## src/rtl/slot_bus_pkg.sv

```systemverilog
// rtl/slot_bus_pkg.sv - shared event types and read FSM encoding for the slot bus front-end
package slot_bus_pkg;

    typedef enum logic [1:0] {
        EVT_CTRL    = 2'd0,
        EVT_WR      = 2'd1,
        EVT_RD_DONE = 2'd2
    } evt_type_e;

    typedef enum logic [1:0] {
        RD_IDLE  = 2'd0,
        RD_WAIT  = 2'd1,
        RD_DRIVE = 2'd2
    } rd_state_e;

    typedef struct packed {
        evt_type_e  etype;
        logic [7:0] data;
    } evt_t;

    // Byte returned to the monitor when the consumer never answers a read.
    localparam logic [7:0] RD_FILL_BYTE = 8'hFF;

    function automatic int unsigned cnt_width(input int unsigned max_val);
        return (max_val < 2) ? 1 : $clog2(max_val + 1);
    endfunction

endpackage

```

## src/rtl/slot_bus_frontend_if.sv

```systemverilog
// rtl/slot_bus_frontend_if.sv - slot bus, event stream and read handshake signal bundle
interface slot_bus_frontend_if;
    logic       slot_x;
    logic       clk_rw;
    logic       ax_d;
    logic       r_wx;
    logic [7:0] data_in;
    logic [7:0] data_out;
    logic       data_oe_x;
    logic       evt_valid;
    logic       evt_ready;
    logic [1:0] evt_type;
    logic [7:0] evt_data;
    logic       rd_req;
    logic       rd_ack;
    logic [7:0] rd_data;

    modport slave (
        input  slot_x, clk_rw, ax_d, r_wx, data_in, evt_ready, rd_ack, rd_data,
        output data_out, data_oe_x, evt_valid, evt_type, evt_data, rd_req
    );

    modport master (
        output slot_x, clk_rw, ax_d, r_wx, data_in, evt_ready, rd_ack, rd_data,
        input  data_out, data_oe_x, evt_valid, evt_type, evt_data, rd_req
    );
endinterface

```

## src/rtl/slot_sync_filter.sv

```systemverilog
// rtl/slot_sync_filter.sv - 2-FF synchroniser followed by a run-length deglitch filter
module slot_sync_filter #(
    parameter int unsigned FILT_LEN = 3
) (
    input  logic clk,
    input  logic rst,
    input  logic async_i,
    output logic filt_o
);

    logic [1:0] sync_q;
    logic       filt_q, filt_d;
    logic [3:0] run_q, run_d;

    // Synchroniser resets to the idle (high) level so no run starts out of reset.
    always_ff @(posedge clk or posedge rst) begin
        if (rst) begin
            sync_q <= 2'b11;
            filt_q <= 1'b1;
            run_q  <= 4'd0;
        end else begin
            sync_q <= {sync_q[0], async_i};
            filt_q <= filt_d;
            run_q  <= run_d;
        end
    end

    always_comb begin
        filt_d = filt_q;
        run_d  = 4'd0;
        if (sync_q[1] != filt_q) begin
            if (run_q == 4'(FILT_LEN - 1))
                filt_d = ~filt_q;
            else
                run_d = run_q + 4'd1;
        end
    end

    assign filt_o = filt_q;

endmodule

```

## src/rtl/slot_bus_frontend.sv

```systemverilog
// rtl/slot_bus_frontend.sv - slot bus capture, event queue and read handshake front-end
module slot_bus_frontend
    import slot_bus_pkg::*;
#(
    parameter int unsigned FILT_LEN   = 3,
    parameter int unsigned FIFO_DEPTH = 4,
    parameter int unsigned RD_TIMEOUT = 16
) (
    input  logic                 clk_20mhz,
    input  logic                 reset,
    slot_bus_frontend_if.slave   bus,
    output logic                 overflow,
    output logic                 rd_timeout
);

    localparam int unsigned AW = $clog2(FIFO_DEPTH);
    localparam int unsigned TW = cnt_width(RD_TIMEOUT);

    logic slot_f, clk_f, ax_f, rw_f;
    logic clk_prev_q;
    logic clk_rise, clk_fall, slot_act;
    logic [7:0] din_s1_q, din_s2_q;

    slot_sync_filter #(.FILT_LEN(FILT_LEN)) u_filt_slot (
        .clk(clk_20mhz), .rst(reset), .async_i(bus.slot_x), .filt_o(slot_f));
    slot_sync_filter #(.FILT_LEN(FILT_LEN)) u_filt_clk (
        .clk(clk_20mhz), .rst(reset), .async_i(bus.clk_rw), .filt_o(clk_f));
    slot_sync_filter #(.FILT_LEN(FILT_LEN)) u_filt_ax (
        .clk(clk_20mhz), .rst(reset), .async_i(bus.ax_d), .filt_o(ax_f));
    slot_sync_filter #(.FILT_LEN(FILT_LEN)) u_filt_rw (
        .clk(clk_20mhz), .rst(reset), .async_i(bus.r_wx), .filt_o(rw_f));

    always_ff @(posedge clk_20mhz or posedge reset) begin
        if (reset) begin
            clk_prev_q <= 1'b1;
            din_s1_q   <= 8'h00;
            din_s2_q   <= 8'h00;
        end else begin
            clk_prev_q <= clk_f;
            din_s1_q   <= bus.data_in;
            din_s2_q   <= din_s1_q;
        end
    end

    assign clk_rise = clk_f & ~clk_prev_q;
    assign clk_fall = ~clk_f & clk_prev_q;
    assign slot_act = ~slot_f;

    // ---------------- read FSM ----------------
    rd_state_e       state_q, state_d;
    logic [TW-1:0]   tmr_q, tmr_d;
    logic [7:0]      data_out_q, data_out_d;
    logic            rd_timeout_q, to_set;
    logic            rd_push;

    always_ff @(posedge clk_20mhz or posedge reset) begin
        if (reset) begin
            state_q      <= RD_IDLE;
            tmr_q        <= '0;
            data_out_q   <= RD_FILL_BYTE;
            rd_timeout_q <= 1'b0;
        end else begin
            state_q      <= state_d;
            tmr_q        <= tmr_d;
            data_out_q   <= data_out_d;
            rd_timeout_q <= rd_timeout_q | to_set;
        end
    end

    always_comb begin
        state_d    = state_q;
        tmr_d      = tmr_q;
        data_out_d = data_out_q;
        to_set     = 1'b0;
        rd_push    = 1'b0;
        case (state_q)
            RD_IDLE: begin
                if (clk_fall && slot_act && ax_f && rw_f) begin
                    state_d = RD_WAIT;
                    tmr_d   = '0;
                end
            end
            RD_WAIT: begin
                // A new strobe before the data arrived means the monitor gave up.
                if (clk_rise) begin
                    state_d = RD_IDLE;
                    to_set  = 1'b1;
                end else if (bus.rd_ack) begin
                    data_out_d = bus.rd_data;
                    state_d    = RD_DRIVE;
                end else if (tmr_q == TW'(RD_TIMEOUT)) begin
                    data_out_d = RD_FILL_BYTE;
                    to_set     = 1'b1;
                    state_d    = RD_DRIVE;
                end else begin
                    tmr_d = tmr_q + 1'b1;
                end
            end
            RD_DRIVE: begin
                if (!slot_act || !ax_f || !rw_f) begin
                    state_d = RD_IDLE;
                end else if (clk_rise) begin
                    rd_push = 1'b1;
                    state_d = RD_IDLE;
                end
            end
            default: state_d = RD_IDLE;
        endcase
    end

    // rd_req is the first cycle of RD_WAIT, where the timer was just cleared.
    always_comb begin
        bus.rd_req    = (state_q == RD_WAIT) && (tmr_q == '0);
        bus.data_oe_x = (state_q != RD_DRIVE);
    end

    assign bus.data_out = data_out_q;
    assign rd_timeout   = rd_timeout_q;

    // ---------------- event FIFO ----------------
    evt_t          mem_q [FIFO_DEPTH];
    logic [AW:0]   wr_ptr_q, rd_ptr_q;
    logic          overflow_q;
    logic          bus_push, push, push_acc, pop, full, empty;
    evt_t          push_evt;

    assign bus_push = clk_rise && slot_act && (!ax_f || !rw_f);
    assign push     = bus_push | rd_push;

    always_comb begin
        push_evt.data  = rd_push ? data_out_q : din_s2_q;
        push_evt.etype = rd_push ? EVT_RD_DONE : (ax_f ? EVT_WR : EVT_CTRL);
    end

    assign empty    = (wr_ptr_q == rd_ptr_q);
    assign full     = ((wr_ptr_q ^ rd_ptr_q) == {1'b1, {AW{1'b0}}});
    assign pop      = !empty && bus.evt_ready;
    assign push_acc = push && (!full || pop);

    always_ff @(posedge clk_20mhz or posedge reset) begin
        if (reset) begin
            for (int i = 0; i < FIFO_DEPTH; i++) mem_q[i] <= '0;
            wr_ptr_q   <= '0;
            rd_ptr_q   <= '0;
            overflow_q <= 1'b0;
        end else begin
            if (push_acc) begin
                mem_q[wr_ptr_q[AW-1:0]] <= push_evt;
                wr_ptr_q <= wr_ptr_q + 1'b1;
            end
            if (pop) rd_ptr_q <= rd_ptr_q + 1'b1;
            if (push && full && !pop) overflow_q <= 1'b1;
        end
    end

    assign bus.evt_valid = !empty;
    assign bus.evt_type  = mem_q[rd_ptr_q[AW-1:0]].etype;
    assign bus.evt_data  = mem_q[rd_ptr_q[AW-1:0]].data;
    assign overflow      = overflow_q;

endmodule

```

## src/flat_wrapper.sv

```systemverilog
// flat-port wrapper written by rule: the top's interface ports become plain ports
module slot_bus_frontend_flat import slot_bus_pkg::*;
#(
    parameter int unsigned FILT_LEN   = 3,
    parameter int unsigned FIFO_DEPTH = 4,
    parameter int unsigned RD_TIMEOUT = 16
)
  (clk_20mhz, reset, overflow, rd_timeout, bus_slot_x, bus_clk_rw, bus_ax_d, bus_r_wx, bus_data_in, bus_evt_ready, bus_rd_ack, bus_rd_data, bus_data_out, bus_data_oe_x, bus_evt_valid, bus_evt_type, bus_evt_data, bus_rd_req);
  slot_bus_frontend_if bus_i ();
  input  logic clk_20mhz;
  input  logic reset;
  output logic overflow;
  output logic rd_timeout;
  input wire logic [$bits(bus_i.slot_x)-1:0] bus_slot_x;
  input wire logic [$bits(bus_i.clk_rw)-1:0] bus_clk_rw;
  input wire logic [$bits(bus_i.ax_d)-1:0] bus_ax_d;
  input wire logic [$bits(bus_i.r_wx)-1:0] bus_r_wx;
  input wire logic [$bits(bus_i.data_in)-1:0] bus_data_in;
  input wire logic [$bits(bus_i.evt_ready)-1:0] bus_evt_ready;
  input wire logic [$bits(bus_i.rd_ack)-1:0] bus_rd_ack;
  input wire logic [$bits(bus_i.rd_data)-1:0] bus_rd_data;
  output wire logic [$bits(bus_i.data_out)-1:0] bus_data_out;
  output wire logic [$bits(bus_i.data_oe_x)-1:0] bus_data_oe_x;
  output wire logic [$bits(bus_i.evt_valid)-1:0] bus_evt_valid;
  output wire logic [$bits(bus_i.evt_type)-1:0] bus_evt_type;
  output wire logic [$bits(bus_i.evt_data)-1:0] bus_evt_data;
  output wire logic [$bits(bus_i.rd_req)-1:0] bus_rd_req;
  assign bus_i.slot_x = bus_slot_x;
  assign bus_i.clk_rw = bus_clk_rw;
  assign bus_i.ax_d = bus_ax_d;
  assign bus_i.r_wx = bus_r_wx;
  assign bus_i.data_in = bus_data_in;
  assign bus_i.evt_ready = bus_evt_ready;
  assign bus_i.rd_ack = bus_rd_ack;
  assign bus_i.rd_data = bus_rd_data;
  assign bus_data_out = bus_i.data_out;
  assign bus_data_oe_x = bus_i.data_oe_x;
  assign bus_evt_valid = bus_i.evt_valid;
  assign bus_evt_type = bus_i.evt_type;
  assign bus_evt_data = bus_i.evt_data;
  assign bus_rd_req = bus_i.rd_req;
  slot_bus_frontend #(.FILT_LEN(FILT_LEN), .FIFO_DEPTH(FIFO_DEPTH), .RD_TIMEOUT(RD_TIMEOUT)) u_core (.clk_20mhz(clk_20mhz), .reset(reset), .bus(bus_i), .overflow(overflow), .rd_timeout(rd_timeout));
endmodule
```

## config.mk

```make
export PLATFORM = sky130hd
export DESIGN_NAME = slot_bus_frontend_flat
export DESIGN_NICKNAME = d
export VERILOG_FILES = /design/src/rtl/slot_bus_pkg.sv /design/src/rtl/slot_bus_frontend_if.sv /design/src/rtl/slot_sync_filter.sv /design/src/rtl/slot_bus_frontend.sv /design/src/flat_wrapper.sv
export SDC_FILE = /design/constraint.sdc
export NUM_CORES = 1
export LEC_CHECK = 0
export ABC_CLOCK_PERIOD_IN_PS = 4500
export BUFFER_PORTS_ARGS = -buffer_cell sky130_fd_sc_hd__clkbuf_2
export CELL_PAD_IN_SITES_DETAIL_PLACEMENT = 1
export CELL_PAD_IN_SITES_GLOBAL_PLACEMENT = 2
export CORE_ASPECT_RATIO = 0.7
export CORE_MARGIN = 10
export CORE_UTILIZATION = 41
export CTS_CLUSTER_DIAMETER = 100
export DETAILED_ROUTE_END_ITERATION = 7
export PLACE_DENSITY_LB_ADDON = 0.1
export SYNTH_ARGS = -nofsm -noshare
export SYNTH_HDL_FRONTEND = slang
export SYNTH_SLANG_ARGS = --single-unit
```

## constraint.sdc

```tcl
create_clock -name clk_20mhz -period 4.5 [get_ports clk_20mhz]
set_clock_uncertainty 0.05 [all_clocks]
set_input_delay 0.45 -clock clk_20mhz [delete_from_list [all_inputs] [get_ports clk_20mhz]]
set_output_delay 0.45 -clock clk_20mhz [all_outputs]
set_load 0.005 [all_outputs]
```

* Word level (Yosys, flattened, before mapping)
Index checks and enable logic that the tools add are counted.
** Storage, ports and cells
- Register bits after elaboration :: 108
- Input port bits :: 24
- Output and inout port bits :: 23
- Logic and storage cells :: 142
** Cells by class
- Add/subtract/negate cells :: 7
- $lt $le $gt $ge :: 3
- Equality and inequality tests :: 20
- Muxes and demuxes :: 38
- Bitwise gates (word level) :: 13
- Reductions and logical operators :: 31
** Operators by type and width (number)
- bitwise mux 40 bit :: 1
- 2-to-1 mux 4 bit :: 8
- 2-to-1 mux 10 bit :: 3
- 2-to-1 mux 8 bit :: 3
- binary-select mux 10 bit (select 2 bit) :: 1
- demux 10 bit (select 2 bit) :: 1
- 2-to-1 mux 5 bit :: 4
- adder 4 x 1 -> 4 bit, second input constant :: 4
- == test 4 x 2 -> 1 bit, second input constant :: 4
- 2-to-1 mux 2 bit :: 7
- logical AND 1 bit :: 11
- case mux 5 bit (2 select lines) :: 1
- 2-to-1 mux 1 bit :: 8
- inequality test 2 bit, second input constant :: 4
- AND reduction 2 bit :: 4
- adder 3 x 1 -> 3 bit, second input constant :: 2
- greater-or-equal comparator 3 bit, second input constant :: 2
- NOT 1 bit :: 6
- NOT 2 -> 3 bit :: 2
- case mux 2 bit (3 select lines) :: 1
- AND reduction 3 bit :: 2
- adder 5 x 1 -> 5 bit, second input constant :: 1
- == test 5 bit, second input constant :: 1
- logical NOT 1 bit :: 5
- other kinds (17) :: 26

* Longest topological paths before layout
- Depth after elaboration :: 8
- Gate-level depth with buffers :: 6

* Modules after synthesis
Synthesis repeated with hierarchy kept, for this count alone.
** Second synthesis, totals
- Cell total of the unflattened synthesis :: 325
- Area total of the unflattened synthesis :: 4619.4 um^2
** By module, submodules not included
- slot_bus_frontend :: times used 1, cells an instance 233, area each 3458.3 um^2
- slot_sync_filter :: times used 4, cells an instance 23, area each 290.3 um^2

* Worst setup path after synthesis
Ideal clock, no wire load.
- Kind :: reg2reg
- Start point :: reg u_core.u_filt_clk.filt_q, in the netlist u_core.u_filt_clk.filt_o
- End point :: reg u_core.mem_q[0] (netlist bit)
- Arrival :: 1.686 ns
- Path slack :: 2.639 ns
- Stages on the path, launching flop included :: 7
- Path buffers :: 2
- Path through :: dfstp_2 and2b_1 buf_4 o211ai_2 nor3b_2 clkbuf_8 mux2_2
** Between the ends
- Longest elaborated chain between the ends :: 6
- Elaborated cells between the ends (all ways) :: 10
- Those cells by class :: mux: 5; bitwise: 2; reduce/logical: 3
** RTL lines
- start, declared :: RTL line slot_sync_filter.sv:12 : logic filt_q, filt_d;
- start signal, assigned :: RTL line slot_sync_filter.sv:23 : filt_q <= filt_d;
- bitwise AND 1 bit * :: RTL line slot_bus_frontend.sv:45 : assign clk_rise = clk_f & ~clk_prev_q;
- 2-to-1 mux 1 bit :: RTL line slot_bus_frontend.sv:102 : end else if (clk_rise) begin
- 2-to-1 mux 1 bit :: RTL line slot_bus_frontend.sv:100 : if (!slot_act || !ax_f || !rw_f) begin
- 2-to-1 mux 1 bit :: RTL line slot_bus_frontend.sv:76 : case (state_q)
- 2-to-1 mux 8 bit / OR 1 bit (equally long branches) :: RTL line slot_bus_frontend.sv:131, slot_bus_frontend.sv:128
- bitwise mux 40 bit / logical AND 1 bit (equally long branches) :: RTL line slot_bus_frontend.sv:148, slot_bus_frontend.sv:138
- end signal, assigned by index :: RTL line slot_bus_frontend.sv:148 : mem_q[wr_ptr_q[AW-1:0]] <= push_evt;
- end, declared :: RTL line slot_bus_frontend.sv:121 : evt_t mem_q [FIFO_DEPTH];
Mark *: on every way between the ends. The rest lies on a longest branch, timed or not.
A chain may end at the register's enable or synchronous reset.

* Final worst setup path
- Start point :: reg u_core.rd_ptr_q[0]
- End point :: reg u_core.mem_q[9] (netlist bit)
** Between the ends
- Longest elaborated chain between the ends :: 5
- Elaborated cells between the ends (all ways) :: 8
- Those cells by class :: eq/ne: 2; bitwise: 1; reduce/logical: 5
** RTL lines
- start, declared :: RTL line slot_bus_frontend.sv:122 : logic [AW:0] wr_ptr_q, rd_ptr_q;
- start signal, assigned :: RTL line slot_bus_frontend.sv:151 : if (pop) rd_ptr_q <= rd_ptr_q + 1'b1;
- XOR 3 bit / == test 3 bit (equally long branches) :: RTL line slot_bus_frontend.sv:136, slot_bus_frontend.sv:135
- == test 3 bit / logical NOT 1 bit (equally long branches) :: RTL line slot_bus_frontend.sv:136, slot_bus_frontend.sv:137
- logical NOT 1 bit / logical AND 1 bit (equally long branches) :: RTL line slot_bus_frontend.sv:138, slot_bus_frontend.sv:137
- logical OR 1 bit * :: RTL line slot_bus_frontend.sv:138 : assign push_acc = push && (!full || pop);
- logical AND 1 bit * :: RTL line slot_bus_frontend.sv:138
Marks and branches as above.

==> results.sh <==
export IMPL_dpl_cell_area_mm2=0.00497
export IMPL_critPathTopFamily="simple AND/OR/NAND/NOR gates"
export IMPL_synth_edff_count=0
export IMPL_cts_tree="yes"
export IMPL_clk_root_buffer_cell="clkbuf_16"
export IMPL_die_w_um=146
export IMPL_post_cts_resized=0
export IMPL_antenna_found_initial=0
export IMPL_clock_fmax_ghz=0.380
export IMPL_critical_path_class="flip-flop to flip-flop"
export IMPL_cts_made_buffers=9
export IMPL_p_leak_nw=2.40
export IMPL_syn_area_per_cell_um2=14.3
export IMPL_ir_worst_vdd_mv=0.287
export IMPL_routed_wl_mm=9.37
export IMPL_vias=2562
export IMPL_finalSetupViolCount=0
export IMPL_min_to="u_core.u_filt_slot.sync_q[0]"
export IMPL_rsz0062_at_grt="false"
export IMPL_ios=47
export IMPL_layout_commonest_cell="dfrtp_1"
export IMPL_yosysSeqAreaShare_pct=59.7
export IMPL_crit_chain="xor2_1 -> nor4_4 -> nor3b_2 -> mux2_2"
export IMPL_endpoint_kind="flip-flop"
export IMPL_hold_path_depth=1
export IMPL_grt_max_degree=76
export IMPL_worst_pin_slew_ns=0.927
export IMPL_yosys_warnings=0
export IMPL_multi_input_area_mm2=0.00173
export IMPL_portBuffers=46
export IMPL_placementRows=32
export IMPL_grt_pass1_wl_mm=15.8
export IMPL_fin_crit_ns=2.63
export IMPL_synthDistinctLibCells=42
export IMPL_overflow=0
export IMPL_slowest_delay_ns=0.86
export IMPL_ant_nets=0
export IMPL_hold_class="primary input to flip-flop"
export IMPL_postCtsSetupBuffers=0
export IMPL_synth_async_reset_ratio_pct=100
export IMPL_min_delay_start="bus_slot_x"
export IMPL_gp_congestion=0.734
export IMPL_drv_slew=0
export IMPL_post_drt_wl_per_cell_um=17.7
export IMPL_r2r_end="u_core.mem_q[9]"
export IMPL_cts_max_level=3
export IMPL_finalSetupTns_ns=0
export IMPL_drv_cap=0
export IMPL_r2r_start="u_core.rd_ptr_q[0]"
export IMPL_powerDensity_mw_per_mm2=654
export IMPL_drc=0
export IMPL_cts_buffer_depth=2
export IMPL_initial_core_util_pct=41.7
export IMPL_ys_ff_latch=108
export IMPL_synthCells=319
export IMPL_cts_hold_buf=0
export IMPL_synth_area_mm2=0.00457
export IMPL_area_delta_synth_final_pct=15.7
export IMPL_critPathBufInv=0
export IMPL_crit_path_top_delay_cell="dfrtp_1"
export IMPL_die_area_mm2=0.0158
export IMPL_hold_viol_final=0
export IMPL_viasPerCell=4.83
export IMPL_first_global_vias=2877
export IMPL_critPathArrivalTime_ns=2.81
export IMPL_fin_area_mm2=0.00529
export IMPL_dr_pass1_iters=4
export IMPL_nNetsFinal=411
export IMPL_final_period_utilization_pct=58.5
export IMPL_cts_sinks=108
export IMPL_relSlewSlack_pct=38.0
export IMPL_mostFrequentLayoutCells="dfrtp_1, mux2_2, clkbuf_2"
export IMPL_drive_gt1_share_pct=42.2
export IMPL_clk_pin_slew_ns=0.07
export IMPL_status="completed"
export IMPL_r2r_cells=4
export IMPL_cp_start_kind="flip-flop"
export IMPL_syn_num_nets=358
export IMPL_required_ns=4.68
export IMPL_rrSetupSlack_ns=1.87
export IMPL_synth_main_ff_cell="dfrtp_1"
export IMPL_grt_total_usage_pct=12.6
export IMPL_place_detailed_hpwl_mm=6.60
export IMPL_fp_dieH_um=108
export IMPL_insertion_delay_ns=0.34
export IMPL_core_area_mm2=0.0110
export IMPL_filler_cell_count=1147
export IMPL_num_antenna_cells=0
export IMPL_critPathMaxFanout=13
export IMPL_register_area_mm2=0.00273
export IMPL_first_iter_violations=84
-- worst reg2reg max path: stages, from the launching register on --
cell	delay, ns
dfrtp_1	0.86
xor2_1	0.31
nor4_4	0.11
nor3b_2	0.78
mux2_2	0.41
-- cell usage after synthesis, types with 4 or more instances --
cell     instances  area share [%]
mux2_2          54              13
nand2_1         14             1.1
nor3b_1          5            0.82
mux4_2          10             4.9
nand3_1          7            0.77
dfrtp_1         87              48
dfstp_2         21              12
ha_1            15             4.1
buf_4            4            0.66
inv_1           15             1.2
o22a_1           8             1.5
xor2_1          11             2.1
nor2_1          26             2.1
xnor2_1         10             1.9
-- flip-flops by register name, summed over array words and instances (netlist names), 3 cells and up --
name                      count
u_core.mem_q                 40
u_core.bus.data_out           8
u_core.din_s1_q               8
u_core.din_s2_q               8
u_core.tmr_q                  5
u_core.u_filt_ax.run_q        4
u_core.u_filt_clk.run_q       4
u_core.u_filt_rw.run_q        4
u_core.u_filt_slot.run_q      4
u_core.rd_ptr_q               3
u_core.wr_ptr_q               3
-- per-layer routing --
metal	track usage (%)	share of wire (%)	vias to the layer above	wire [µm]
li1	-	-	1208	-
met1	17.3	51	1306	4830
met2	19.0	44	40	4110
met3	4.22	3.8	8	358
met4	2.78	0.80	0	75
met5	0	0	-	0
-- worst max path at each step --
stage	from	end	slack (ns)	cells after the start
2_1_floorplan	reset	u_core.din_s1_q[0]	1.19	1
3_3_place_gp	u_core.rd_ptr_q[0]	u_core.mem_q[6]	1.86	4
3_5_place_dp	u_core.rd_ptr_q[0]	u_core.mem_q[5]	1.78	4
4_1_cts	u_core.rd_ptr_q[0]	u_core.mem_q[9]	1.78	4
5_1_grt	u_core.rd_ptr_q[0]	u_core.mem_q[9]	1.67	4
6_report	u_core.rd_ptr_q[0]	u_core.mem_q[9]	1.87	4
-- cell families after synthesis --
kind of cell / count (synthesis) / synth area share (%)
AOI/OAI and AO/OA: 18 / 3.26
xor gates and xnor gates: 21 / 4.02
adders and majority gates: 15 / 4.11
buffers and inverters: 23 / 2.46
DFF: 108 / 59.7
muxes: 65 / 18.4
and+or+nand+nor: 69 / 8.02
-- stage by stage --
stage	total power [W]	std cells	worst slack, ns	hold WS (ns)	utilization, %
floorplan	0.00230	319	1.19	0.281	-
global placement	0.00264	514	1.86	0.283	45.3
detailed placement	0.00268	514	1.78	0.286	45.3
CTS	0.00352	530	1.78	0.121	48.2
global route	0.00372	530	1.67	0.109	48.2
finish	0.00346	530	1.87	0.133	48.2
-- cell type report --
type / count / area share, %
well taps: 153 / 3.62
multi-input cells: 188 / 32.7
flip-flops and latches: 108 / 51.6
clock inverters: 5 / 1.23
inverters: 15 / 1.11
repair buffers: 50 / 4.92
clock buffers: 11 / 4.78
-- report_power, final --
part | internal (W) | switching [W] | total [W]
Combinational | 0.000575 | 0.000448 | 0.00102
Clock | 0.000468 | 0.000361 | 0.000830
Sequential | 0.00133 | 0.000280 | 0.00161
Total | 0.00237 | 0.00109 | 0.00346
No activity file was read; power rests on OpenSTA's default activity.
